File: config.mk
export PLATFORM = sky130hd
export DESIGN_NAME = sha256_msg_feeder_flat
export DESIGN_NICKNAME = d
export VERILOG_FILES = /design/src/rtl/sha256_pkg.sv /design/src/rtl/sha256_msg_feeder_if.sv /design/src/rtl/sha256_msg_feeder_block_buf.sv /design/src/rtl/sha256_msg_feeder.sv /design/src/flat_wrapper.sv
export SDC_FILE = /design/constraint.sdc
export NUM_CORES = 2
export LEC_CHECK = 0
export CAP_MARGIN = 20
export CORE_AREA = 2 2 412 414
export CTS_BUF_LIST = sky130_fd_sc_hd__clkbuf_8
export CTS_CLUSTER_DIAMETER = 100
export CTS_CLUSTER_SIZE = 28
export DETAILED_ROUTE_END_ITERATION = 10
export DIE_AREA = 0 0 414 416
export PLACE_DENSITY_LB_ADDON = 0.1
export SLEW_MARGIN = 20
export SYNTH_ARGS = -nofsm -noshare
export SYNTH_HDL_FRONTEND = slang
export SYNTH_HIERARCHICAL = 1
export SYNTH_SLANG_ARGS = --single-unit
File: constraint.sdc
create_clock -name clk -period 21.7 [get_ports clk]
set_input_delay 2.17 -clock clk [delete_from_list [all_inputs] [get_ports clk]]
set_output_delay 2.17 -clock clk [all_outputs]
set_load 0.1 [all_outputs]
File: src/rtl/sha256_pkg.sv
// Shared constants and encodings for the SHA-256 message feeder.
package sha256_pkg;

    localparam int unsigned SHA256_BLOCK_BYTES = 64;
    localparam int unsigned SHA256_LEN_BYTES   = 8;
    localparam logic [7:0]  SHA256_PAD_BYTE    = 8'h80;
    localparam int unsigned LEN_FIELD_START    = SHA256_BLOCK_BYTES - SHA256_LEN_BYTES;

    typedef enum logic [2:0] {
        ST_FILL,
        ST_PAD,
        ST_EXTRA,
        ST_SEND,
        ST_WAIT,
        ST_OUT
    } feeder_state_e;

    // Where the FSM goes once the core reports completion of the block in flight.
    typedef enum logic [1:0] {
        NEXT_FILL,
        NEXT_EXTRA,
        NEXT_OUT
    } wait_next_e;

endpackage

File: src/rtl/sha256_msg_feeder_if.sv
// Byte-stream input, core handshake and digest handshake of the message feeder.
interface sha256_msg_feeder_if;
    import sha256_pkg::*;

    logic [7:0]                      s_data;
    logic                            s_valid;
    logic                            s_last;
    logic                            s_nobyte;
    logic                            s_ready;

    logic [SHA256_BLOCK_BYTES*8-1:0] core_block;
    logic                            core_start;
    logic                            core_first_run;
    logic                            core_ready;
    logic [255:0]                    core_hash;

    logic [255:0]                    digest;
    logic                            digest_valid;
    logic                            digest_ack;

    modport master (
        input  s_data, s_valid, s_last, s_nobyte, core_ready, core_hash, digest_ack,
        output s_ready, core_block, core_start, core_first_run, digest, digest_valid
    );

    modport slave (
        output s_data, s_valid, s_last, s_nobyte, core_ready, core_hash, digest_ack,
        input  s_ready, core_block, core_start, core_first_run, digest, digest_valid
    );

endinterface

File: src/rtl/sha256_msg_feeder_block_buf.sv
// 64-byte block buffer: byte writes, padding fill and length insertion, big-endian flatten.
module sha256_block_buf
    import sha256_pkg::*;
(
    input  logic                            clk,
    input  logic                            rst,
    input  logic                            clear,
    input  logic                            wr_en,
    input  logic [5:0]                      wr_idx,
    input  logic [7:0]                      wr_data,
    input  logic                            fill_en,
    input  logic [6:0]                      fill_pos,
    input  logic                            fill_mark,
    input  logic                            fill_len,
    input  logic [63:0]                     len_bits,
    output logic [SHA256_BLOCK_BYTES*8-1:0] block
);

    logic [7:0] mem_q [SHA256_BLOCK_BYTES];
    logic [7:0] mem_d [SHA256_BLOCK_BYTES];

    // Next buffer contents: clear, single byte write, or pad/length fill from fill_pos.
    always_comb begin
        mem_d = mem_q;
        if (clear) begin
            mem_d = '{default: '0};
        end else if (wr_en) begin
            mem_d[wr_idx] = wr_data;
        end else if (fill_en) begin
            // fill_pos == 64 leaves the data bytes untouched (full block, padding goes next block).
            for (int unsigned i = 0; i < SHA256_BLOCK_BYTES; i++) begin
                if (fill_mark && (7'(i) == fill_pos)) begin
                    mem_d[6'(i)] = SHA256_PAD_BYTE;
                end else if (7'(i) >= fill_pos) begin
                    mem_d[6'(i)] = '0;
                end
                if (fill_len && (i >= LEN_FIELD_START)) begin
                    mem_d[6'(i)] = len_bits[8*(SHA256_BLOCK_BYTES-1-i) +: 8];
                end
            end
        end
    end

    // Buffer register.
    always_ff @(posedge clk or posedge rst) begin
        if (rst) begin
            mem_q <= '{default: '0};
        end else begin
            mem_q <= mem_d;
        end
    end

    // Byte 0 lands in the most significant byte of the flattened block.
    always_comb begin
        block = '0;
        for (int unsigned i = 0; i < SHA256_BLOCK_BYTES; i++) begin
            block[8*(SHA256_BLOCK_BYTES-1-i) +: 8] = mem_q[6'(i)];
        end
    end

endmodule

File: src/rtl/sha256_msg_feeder.sv
// Packs a byte stream into padded SHA-256 blocks, sequences the core, returns the digest.
module sha256_msg_feeder
    import sha256_pkg::*;
#(
    parameter int unsigned BYTE_CNT_W = 32
) (
    input  logic                clk,
    input  logic                rst,
    sha256_msg_feeder_if.master bus
);

    feeder_state_e          state_q, state_d;
    wait_next_e             next_q, next_d;
    logic [5:0]             idx_q, idx_d;
    logic [6:0]             pad_n_q, pad_n_d;
    logic [BYTE_CNT_W-1:0]  cnt_q, cnt_d;
    logic                   first_q, first_d;
    logic                   skip_q, skip_d;
    logic                   extra_mark_q, extra_mark_d;
    logic                   s_ready_q, s_ready_d;
    logic [255:0]           digest_q, digest_d;

    logic                   has_byte;
    logic                   buf_clear;
    logic                   buf_wr;
    logic                   buf_fill;
    logic [6:0]             buf_fill_pos;
    logic                   buf_fill_mark;
    logic                   buf_fill_len;
    logic [63:0]            len_bits;
    logic [SHA256_BLOCK_BYTES*8-1:0] block;

    assign len_bits = 64'(cnt_q) << 3;

    sha256_block_buf u_buf (
        .clk       (clk),
        .rst       (rst),
        .clear     (buf_clear),
        .wr_en     (buf_wr),
        .wr_idx    (idx_q),
        .wr_data   (bus.s_data),
        .fill_en   (buf_fill),
        .fill_pos  (buf_fill_pos),
        .fill_mark (buf_fill_mark),
        .fill_len  (buf_fill_len),
        .len_bits  (len_bits),
        .block     (block)
    );

    // Next-state and buffer control for the fill/pad/send/wait/output sequence.
    always_comb begin
        state_d       = state_q;
        next_d        = next_q;
        idx_d         = idx_q;
        pad_n_d       = pad_n_q;
        cnt_d         = cnt_q;
        first_d       = first_q;
        skip_d        = skip_q;
        extra_mark_d  = extra_mark_q;
        digest_d      = digest_q;
        buf_clear     = 1'b0;
        buf_wr        = 1'b0;
        buf_fill      = 1'b0;
        buf_fill_pos  = '0;
        buf_fill_mark = 1'b0;
        buf_fill_len  = 1'b0;
        has_byte      = !bus.s_nobyte;

        unique case (state_q)
            ST_FILL: begin
                if (bus.s_valid && s_ready_q) begin
                    if (has_byte) begin
                        buf_wr = 1'b1;
                        idx_d  = idx_q + 6'd1;
                        cnt_d  = cnt_q + BYTE_CNT_W'(1);
                    end
                    if (bus.s_last) begin
                        // 7-bit count so a full final block (64) is distinguishable from 0.
                        pad_n_d = {1'b0, idx_q} + {6'b0, has_byte};
                        state_d = ST_PAD;
                    end else if (has_byte && (idx_q == 6'd63)) begin
                        next_d  = NEXT_FILL;
                        state_d = ST_SEND;
                    end
                end
            end
            ST_PAD: begin
                buf_fill      = 1'b1;
                buf_fill_pos  = pad_n_q;
                buf_fill_mark = (pad_n_q != 7'(SHA256_BLOCK_BYTES));
                buf_fill_len  = (pad_n_q < 7'(LEN_FIELD_START));
                extra_mark_d  = (pad_n_q == 7'(SHA256_BLOCK_BYTES));
                next_d        = (pad_n_q < 7'(LEN_FIELD_START)) ? NEXT_OUT : NEXT_EXTRA;
                state_d       = ST_SEND;
            end
            ST_EXTRA: begin
                buf_fill      = 1'b1;
                buf_fill_pos  = '0;
                buf_fill_mark = extra_mark_q;
                buf_fill_len  = 1'b1;
                next_d        = NEXT_OUT;
                state_d       = ST_SEND;
            end
            ST_SEND: begin
                first_d = 1'b0;
                skip_d  = 1'b1;
                state_d = ST_WAIT;
            end
            ST_WAIT: begin
                // The first WAIT cycle still sees the core's stale ready; ignore it.
                if (skip_q) begin
                    skip_d = 1'b0;
                end else if (bus.core_ready) begin
                    unique case (next_q)
                        NEXT_FILL: begin
                            buf_clear = 1'b1;
                            idx_d     = '0;
                            state_d   = ST_FILL;
                        end
                        NEXT_EXTRA: begin
                            state_d = ST_EXTRA;
                        end
                        default: begin
                            digest_d = bus.core_hash;
                            state_d  = ST_OUT;
                        end
                    endcase
                end
            end
            ST_OUT: begin
                if (bus.digest_ack) begin
                    cnt_d     = '0;
                    first_d   = 1'b1;
                    idx_d     = '0;
                    buf_clear = 1'b1;
                    state_d   = ST_FILL;
                end
            end
            default: begin
                state_d = ST_FILL;
            end
        endcase

        s_ready_d = (state_d == ST_FILL);
    end

    // State, counters and handshake registers.
    always_ff @(posedge clk or posedge rst) begin
        if (rst) begin
            state_q      <= ST_FILL;
            next_q       <= NEXT_FILL;
            idx_q        <= '0;
            pad_n_q      <= '0;
            cnt_q        <= '0;
            first_q      <= 1'b1;
            skip_q       <= 1'b0;
            extra_mark_q <= 1'b0;
            s_ready_q    <= 1'b0;
            digest_q     <= '0;
        end else begin
            state_q      <= state_d;
            next_q       <= next_d;
            idx_q        <= idx_d;
            pad_n_q      <= pad_n_d;
            cnt_q        <= cnt_d;
            first_q      <= first_d;
            skip_q       <= skip_d;
            extra_mark_q <= extra_mark_d;
            s_ready_q    <= s_ready_d;
            digest_q     <= digest_d;
        end
    end

    assign bus.s_ready        = s_ready_q;
    assign bus.core_block     = block;
    assign bus.core_start     = (state_q == ST_SEND);
    assign bus.core_first_run = (state_q == ST_SEND) && first_q;
    assign bus.digest         = digest_q;
    assign bus.digest_valid   = (state_q == ST_OUT);

endmodule

File: src/flat_wrapper.sv
// flat-port wrapper written by rule: the top's interface ports become plain ports
module sha256_msg_feeder_flat import sha256_pkg::*;
#(
    parameter int unsigned BYTE_CNT_W = 32
)
  (clk, rst, bus_s_data, bus_s_valid, bus_s_last, bus_s_nobyte, bus_core_ready, bus_core_hash, bus_digest_ack, bus_s_ready, bus_core_block, bus_core_start, bus_core_first_run, bus_digest, bus_digest_valid);
  sha256_msg_feeder_if bus_i ();
  input  logic clk;
  input  logic rst;
  input wire logic [$bits(bus_i.s_data)-1:0] bus_s_data;
  input wire logic [$bits(bus_i.s_valid)-1:0] bus_s_valid;
  input wire logic [$bits(bus_i.s_last)-1:0] bus_s_last;
  input wire logic [$bits(bus_i.s_nobyte)-1:0] bus_s_nobyte;
  input wire logic [$bits(bus_i.core_ready)-1:0] bus_core_ready;
  input wire logic [$bits(bus_i.core_hash)-1:0] bus_core_hash;
  input wire logic [$bits(bus_i.digest_ack)-1:0] bus_digest_ack;
  output wire logic [$bits(bus_i.s_ready)-1:0] bus_s_ready;
  output wire logic [$bits(bus_i.core_block)-1:0] bus_core_block;
  output wire logic [$bits(bus_i.core_start)-1:0] bus_core_start;
  output wire logic [$bits(bus_i.core_first_run)-1:0] bus_core_first_run;
  output wire logic [$bits(bus_i.digest)-1:0] bus_digest;
  output wire logic [$bits(bus_i.digest_valid)-1:0] bus_digest_valid;
  assign bus_i.s_data = bus_s_data;
  assign bus_i.s_valid = bus_s_valid;
  assign bus_i.s_last = bus_s_last;
  assign bus_i.s_nobyte = bus_s_nobyte;
  assign bus_i.core_ready = bus_core_ready;
  assign bus_i.core_hash = bus_core_hash;
  assign bus_i.digest_ack = bus_digest_ack;
  assign bus_s_ready = bus_i.s_ready;
  assign bus_core_block = bus_i.core_block;
  assign bus_core_start = bus_i.core_start;
  assign bus_core_first_run = bus_i.core_first_run;
  assign bus_digest = bus_i.digest;
  assign bus_digest_valid = bus_i.digest_valid;
  sha256_msg_feeder #(.BYTE_CNT_W(BYTE_CNT_W)) u_core (.clk(clk), .rst(rst), .bus(bus_i));
endmodule
==> metrics.md <==
| Metric | Value |
|---|---|
| RSZ-0062 raised after global routing | `no` |
| Global Route Usage Sum | `20.5%` |
| Vias in the first global route | `27400` |
| Die Height | `416 um` |
| Slew @ Worst Pin | `1.17 ns` |
| Clock Sinks | `822` |
| Worst path arrival time | `6.37 ns` |
| Pwr dens | `146 mW/mm2` |
| Gpl congestion | `0.859` |
| Total Routed Length | `182 mm` |
| Core region area | `0.168 mm2` |
| Post-Synth XOR/XNOR Area | `0.855%` |
| Hold_buf cts | `0` |
| Total vias in the final route | `26500` |
| PortBufs | `1042` |
| DRC violations left | `0` |
| Final setup fails | `0` |
| Effective utilization at floorplan | `20.7%` |
| Yosys cell types | `95` |
| Worst slew margin | `21.5%` |
| Hold WC Path Type | `flop to flop` |
| Syn_area_per_cell | `13.7 um2` |
| Die area | `0.172 mm2` |
| First-pass GRT wire length | `248 mm` |
| Largest family of logic cells by synthesized area | `compound AO/OA/AOI/OAI gates` |
| Asr flop ratio synth | `100%` |
| Commonest cells after routing, fill and taps aside | `985 x clkdlybuf4s50_1, 821 x dfrtp_1, 426 x mux2_2, 259 x a22o_1, 124 x o2bb2ai_1` |
| MaxCap Viol Count | `0` |
| Area delta synth->final | `40.2%` |
| Worst setup EP type | `flop` |
| TritonCTS clock tree | `built` |
| Syn Std Cell Area | `0.0348 mm2` |
| Post-route cell area | `0.0488 mm2` |
| Drt via density | `4.56` |
| Total gr overflow | `0` |
| Drt initial violations | `1778` |
| Total CTS buffers | `47` |
| Status | `completed` |
| Post-synthesis simple-gate area fraction | `7.45%` |
| Mux share of post-synthesis cell area | `14.4%` |
| Final core utilization | `29.0%` |
| Worst-path clk slew | `0.17 ns` |
| Largest area contributor in the netlist | `dfrtp_1` |
| DR pass1 iterations | `5` |
| Layout fillers | `17200` |
| Initial antenna violation count | `51` |
| WP data required | `22.46 ns` |
| Synth top area share | `59.0%` |
| Fmax | `0.178 GHz` |
| Final Slew Violations | `0` |
| Tcrit/Tclk final | `25.9%` |
| Root buffer cell | `clkbuf_8` |
| Die X-Extent | `414 um` |
| Yosys warns | `6` |
| Setup Skew | `0.0669 ns` |
| Sequential fraction of the synthesis area | `59.1%` |
| Post-cts sizing count | `0` |
| Largest net degree at the start of global routing | `158` |
| Leak pwr | `20.4 nW` |
| Final TNS setup | `0 ns` |
| Final Hold Vio Count | `0` |
| Critical path peak fanout | `38` |
| Avg WL per Cell | `31.4 um` |
| Synthesized instance count | `2544` |
| Peak supply drop | `0.000156 V` |
| Post-DP Area | `0.0476 mm2` |
| Synth Register Bits | `822` |
| Post-synth EDFFs | `0` |
| Num ports | `1043` |
| Clock Latency Late Sink | `0.83 ns` |
| Most common cell after layout, fill and taps aside | `clkdlybuf4s50_1` |
| Startpoint types | `input pin` |
| Detail Placement HPWL | `141 mm` |
| Post-DRT Antenna Nets | `0` |
| Setup Crit Path Kind | `input pin to flop` |
| Post-layout nets | `3812` |
| Synth Flop Type | `dfrtp_1` |
| Share of layout cells above drive strength 1 | `20.4%` |
| Cell row count | `151` |
| Synth area leaders | `dfrtp_1 59%, mux2_2 14%, a22o_1 6.5%` |
| Synth Area in Adders | `0.144%` |
| CTS Buffer Depth | `3` |
| Compound-Gate Fraction of Synth Area | `15.3%` |
| Htree depth | `2` |
| Fin crit period | `5.61 ns` |
| Buffer count from post-CTS setup fixing | `0` |
-- kinds of logic (layout without fill, tap and decap cells) --
group / count (synthesis) / after routing
other: 1 / 51
xor gates and xnor gates: 34 / 34
AOI/OAI and AO/OA: 611 / 611
and+or+nand+nor: 424 / 424
adders and majority gates: 4 / 4
muxes: 446 / 446
DFF: 822 / 822
buffers and inverters: 202 / 1200
-- cells in the mapped netlist (15+ instances only) --
library cell  instances
nor3_1               23
nand3_1              33
o32ai_1              15
nor2_1               83
mux2_2              426
nand4_1              21
clkbuf_1             71
o2bb2ai_1           124
o21ai_0              22
and2_1               26
mux2_1               19
a22o_1              259
o22ai_1              31
a21oi_1              25
inv_1                20
nand2_1              90
buf_2                82
xnor2_1              16
xor2_1               18
buf_4                15
dfrtp_1             821
-- state kept, by name, summed over array words and instances (netlist names) --
name                 count
u_core/idx_q             6
u_core/bus.digest      256
u_core/pad_n_q           7
u_core/u_buf/block     512
u_core/next_q            2
u_core/first_q           1
u_core/skip_q            1
u_core/state_q           3
u_core/bus.s_ready       1
u_core/extra_mark_q      1
u_core/cnt_q            32
-- path summary, 6_finish.rpt --
kind | startpoint | slack (ns) | cells after the start | end
max | bus_s_nobyte | 16.09 | 11 | u_core/u_buf/block[5]$_DFFE_PP0P_
min | u_core/u_buf/block[396]$_DFFE_PP0P_ | 0.51 | 1 | u_core/u_buf/block[396]$_DFFE_PP0P_
max reg2reg | u_core/state_q[2]$_DFF_PP0_ | 17.25 | 10 | u_core/u_buf/block[5]$_DFFE_PP0P_
min reg2reg | u_core/u_buf/block[396]$_DFFE_PP0P_ | 0.51 | 1 | u_core/u_buf/block[396]$_DFFE_PP0P_
max in group asynchronous | rst | 17.35 | 4 | u_core/bus.digest[95]$_DFFE_PP0P_
min in group asynchronous | rst | 1.98 | 2 | u_core/u_buf/block[1]$_DFFE_PP0P_
-- worst max-delay path, cell delays in order --
cell and delay [ns]:
clkdlybuf4s50_1 0.47, and4bb_2 0.38, nand2_1 0.12, inv_2 0.06
buf_4 0.44, nor2b_4 0.69, buf_4 0.47, and2_2 0.49
buf_4 0.53, a22o_1 0.23, mux2_2 0.14
-- power breakdown --
group	leakage, nW	total [W]	switching (W)	internal, W
sequential	11.0	0.00202	0.000201	0.00182
clock	0.602	0.000925	0.000631	0.000295
combinational	8.79	0.00420	0.00323	0.000973
-- layer usage --
| metal | GRT usage [%] | vias to the layer above | part of all wire, % |
|---|---|---|---|
| li1 | - | 11600 | - |
| met1 | 23.8 | 13700 | 39 |
| met5 | 0 | - | 0.086 |
| met4 | 4.54 | 24 | 2.4 |
| met3 | 6.59 | 185 | 8.0 |
| met2 | 36.5 | 984 | 51 |
-- final cells by class --
cell class              count  area (um2)  share of cell area, %
diodes                     19        47.5                 0.0974
inverters                  20        90.1                  0.184
well taps                2218        2780                   5.68
clock buffers              52         716                   1.47
multi-input cells        1551       13400                   27.5
clock inverters            33         492                   1.01
repair buffers           1095       10700                   21.9
flip-flops and latches    822       20600                   42.1
-- through the flow --
stage	total power [W]	setup WS [ns]	instances	hold WS [ns]
6_report	0.00715	16.09	5810	0.509
5_1_grt	0.00740	15.95	5797	0.523
4_1_cts	0.00727	16.18	5791	0.509
3_5_place_dp	0.00630	15.25	5706	0.473
3_3_place_gp	0.00631	15.26	5706	0.470
2_1_floorplan	0.00497	5.23	2575	0.450
Power figures use the tool's default switching activity.
==> variant (config.mk and constraints unchanged) <==
Reset style: synchronous (`rst`), changed in 2 clocked blocks.
--- a/src/rtl/sha256_msg_feeder_block_buf.sv
+++ b/src/rtl/sha256_msg_feeder_block_buf.sv
@@ -43,5 +43,5 @@
 
     // Buffer register.
-    always_ff @(posedge clk or posedge rst) begin
+    always_ff @(posedge clk) begin
         if (rst) begin
             mem_q <= '{default: '0};
--- a/src/rtl/sha256_msg_feeder.sv
+++ b/src/rtl/sha256_msg_feeder.sv
@@ -146,5 +146,5 @@
 
     // State, counters and handshake registers.
-    always_ff @(posedge clk or posedge rst) begin
+    always_ff @(posedge clk) begin
         if (rst) begin
             state_q      <= ST_FILL;
Check against the original RTL: not settled (the Yosys comparison gave no result); the edit may change what the design does.
==> variant against the original RTL <==
First-iteration DRC count up 48%. Worst setup slack worse by 1.0 ns. Cell area down 3.6%. Hold slack worse by 0.044 ns. Sequential cell count unchanged. Clock skew up 0.0039 ns. Core utilization down 1.0 points. Wire length up 13%. Highest routed layer unchanged. Critical endpoint is now u_core/u_buf/block[187]. Synthesized area down 4.0%. Count of clock-buffer cells in the layout down 2.
Power is not compared: it rests on default switching activity, and its combinational part moved more than twofold at a synthesized area within 25%.
==> variant: results (changes against the original RTL) <==
Status -> complete, no violations
Post-route setup slack -> 15.07 ns (-1.01 ns)
Placed inst area -> 45,800 um^2 (-3.7%)
Synthesized area per cell -> 8.42 um^2 (-39%)
Worst VDD drop -> 0.0543 mV
Async set-reset flop share out of synthesis -> 0% (-100 points)
Total Wirelength -> 206 mm (+13%)
Multi-input combinational cell count -> 2,810 (+81%)
Cell Count Post-Placement -> 6,985 (+22%)
Initial antenna violation count -> 53 (+3.9%)
Met2 usage -> 40.4% (+3.8 points)
Crit-path max FO -> 92 (+140%)
Clock skew -> 0.0708 ns (+0.00393 ns)
First-pass GRT wire length -> 279 mm (+13%)
Non-clk buf share -> 23.0% (+1.1 points)
Worst-margin pin slew -> 1.20 ns (+0.0280 ns)
Fillers -> 18,300 (+5.9%)
Final weighted congestion in routability-driven placement -> 0.847 (-1.4%)
Hold path endpoint -> u_core/bus.digest[230]
R2R Setup Slk -> 16.17 ns (-1.08 ns)
Layout cells sized above 1 -> 7.09% (-13 points)
Clock transition at path regs -> 0.14 ns (-0.03 ns)
CLK BUF -> 50 (-3.8%)
Met1 GRT Util -> 25.4% (+1.6 points)
Met3 global-route usage -> 7.63% (+1.0 points)
FF+latch area -> 16,500 um^2 (-20%)
Top cells by area, synth -> dfxtp_1 49%, nand2_1 8.7%, a21oi_1 8.5%
Sequential cell area fraction in the yosys report -> 49.2% (-9.9 points)
CP Capture Point -> u_core/u_buf/block[187]
Hold Path Cell Cnt -> 2 (+1)
Post-DP HPWL -> 150 mm (+6.9%)
Post-place setup slack -> 14.32 ns (-0.935 ns)
Signal buffers -> 1,119 (+2.2%)
Antenna diodes -> 15 (-4)
CP peak stage delay -> 0.93 ns (+0.24 ns)
DR vias/cell -> 4.85 (+6.4%)
Largest net degree at the start of global routing -> 196 (+24%)
Cell variety after synth -> 91 (-4.2%)
Non-clock inverters -> 19 (-5.0%)
Reg-to-Reg Start -> u_core/state_q[0]
Top cells by instance count after synthesis -> 822 x dfxtp_1, 773 x nand2_1, 567 x a21oi_1
All-layer global routing usage -> 22.6% (+2.1 points)
Nets -> 5,094 (+34%)
Vias in the first global route -> 32,900 (+20%)
Hold slack -> 0.465 ns (-0.0443 ns)
RR Endpoint -> u_core/u_buf/block[187]
Synth Flop Type -> dfxtp_1
-- variant: changes by cell type after synthesis, moves of 91 or more --
cell	delta
dfxtp_1	+822
dfrtp_1	-821
nand2_1	+683
a21oi_1	+542
mux2_2	-426
a22o_1	-239
o21ai_0	+184
clkbuf_1	+175
o2bb2ai_1	-123
nor2_1	+109
a22oi_1	+104
a32o_1	+103
nor3_1	+91
-- variant: kinds of logic after synthesis --
kind of cell	Yosys count	synth area share, %
AND/OR/NAND/NOR	1457	20.5
adder cells (fa/ha/maj)	4	0.150
buffers and inverters	373	4.62
AO/OA/AOI/OAI	1264	24.0
multiplexers	46	1.38
other	1	0.0112
XOR/XNOR	7	0.183
flip-flops	822	49.2
-- variant: routing by layer --
metal  wire length, um  vias to the layer above
met1             78700                    16900
li1                  -                    15900
met4              6080                       48
met3             17200                      237
met5               327                        -
met2            103000                     1233
-- variant: power by group --
part           internal, mW  switching, mW
Clock                 0.286          0.638
Sequential             1.57         0.0523
Combinational         0.419           1.30
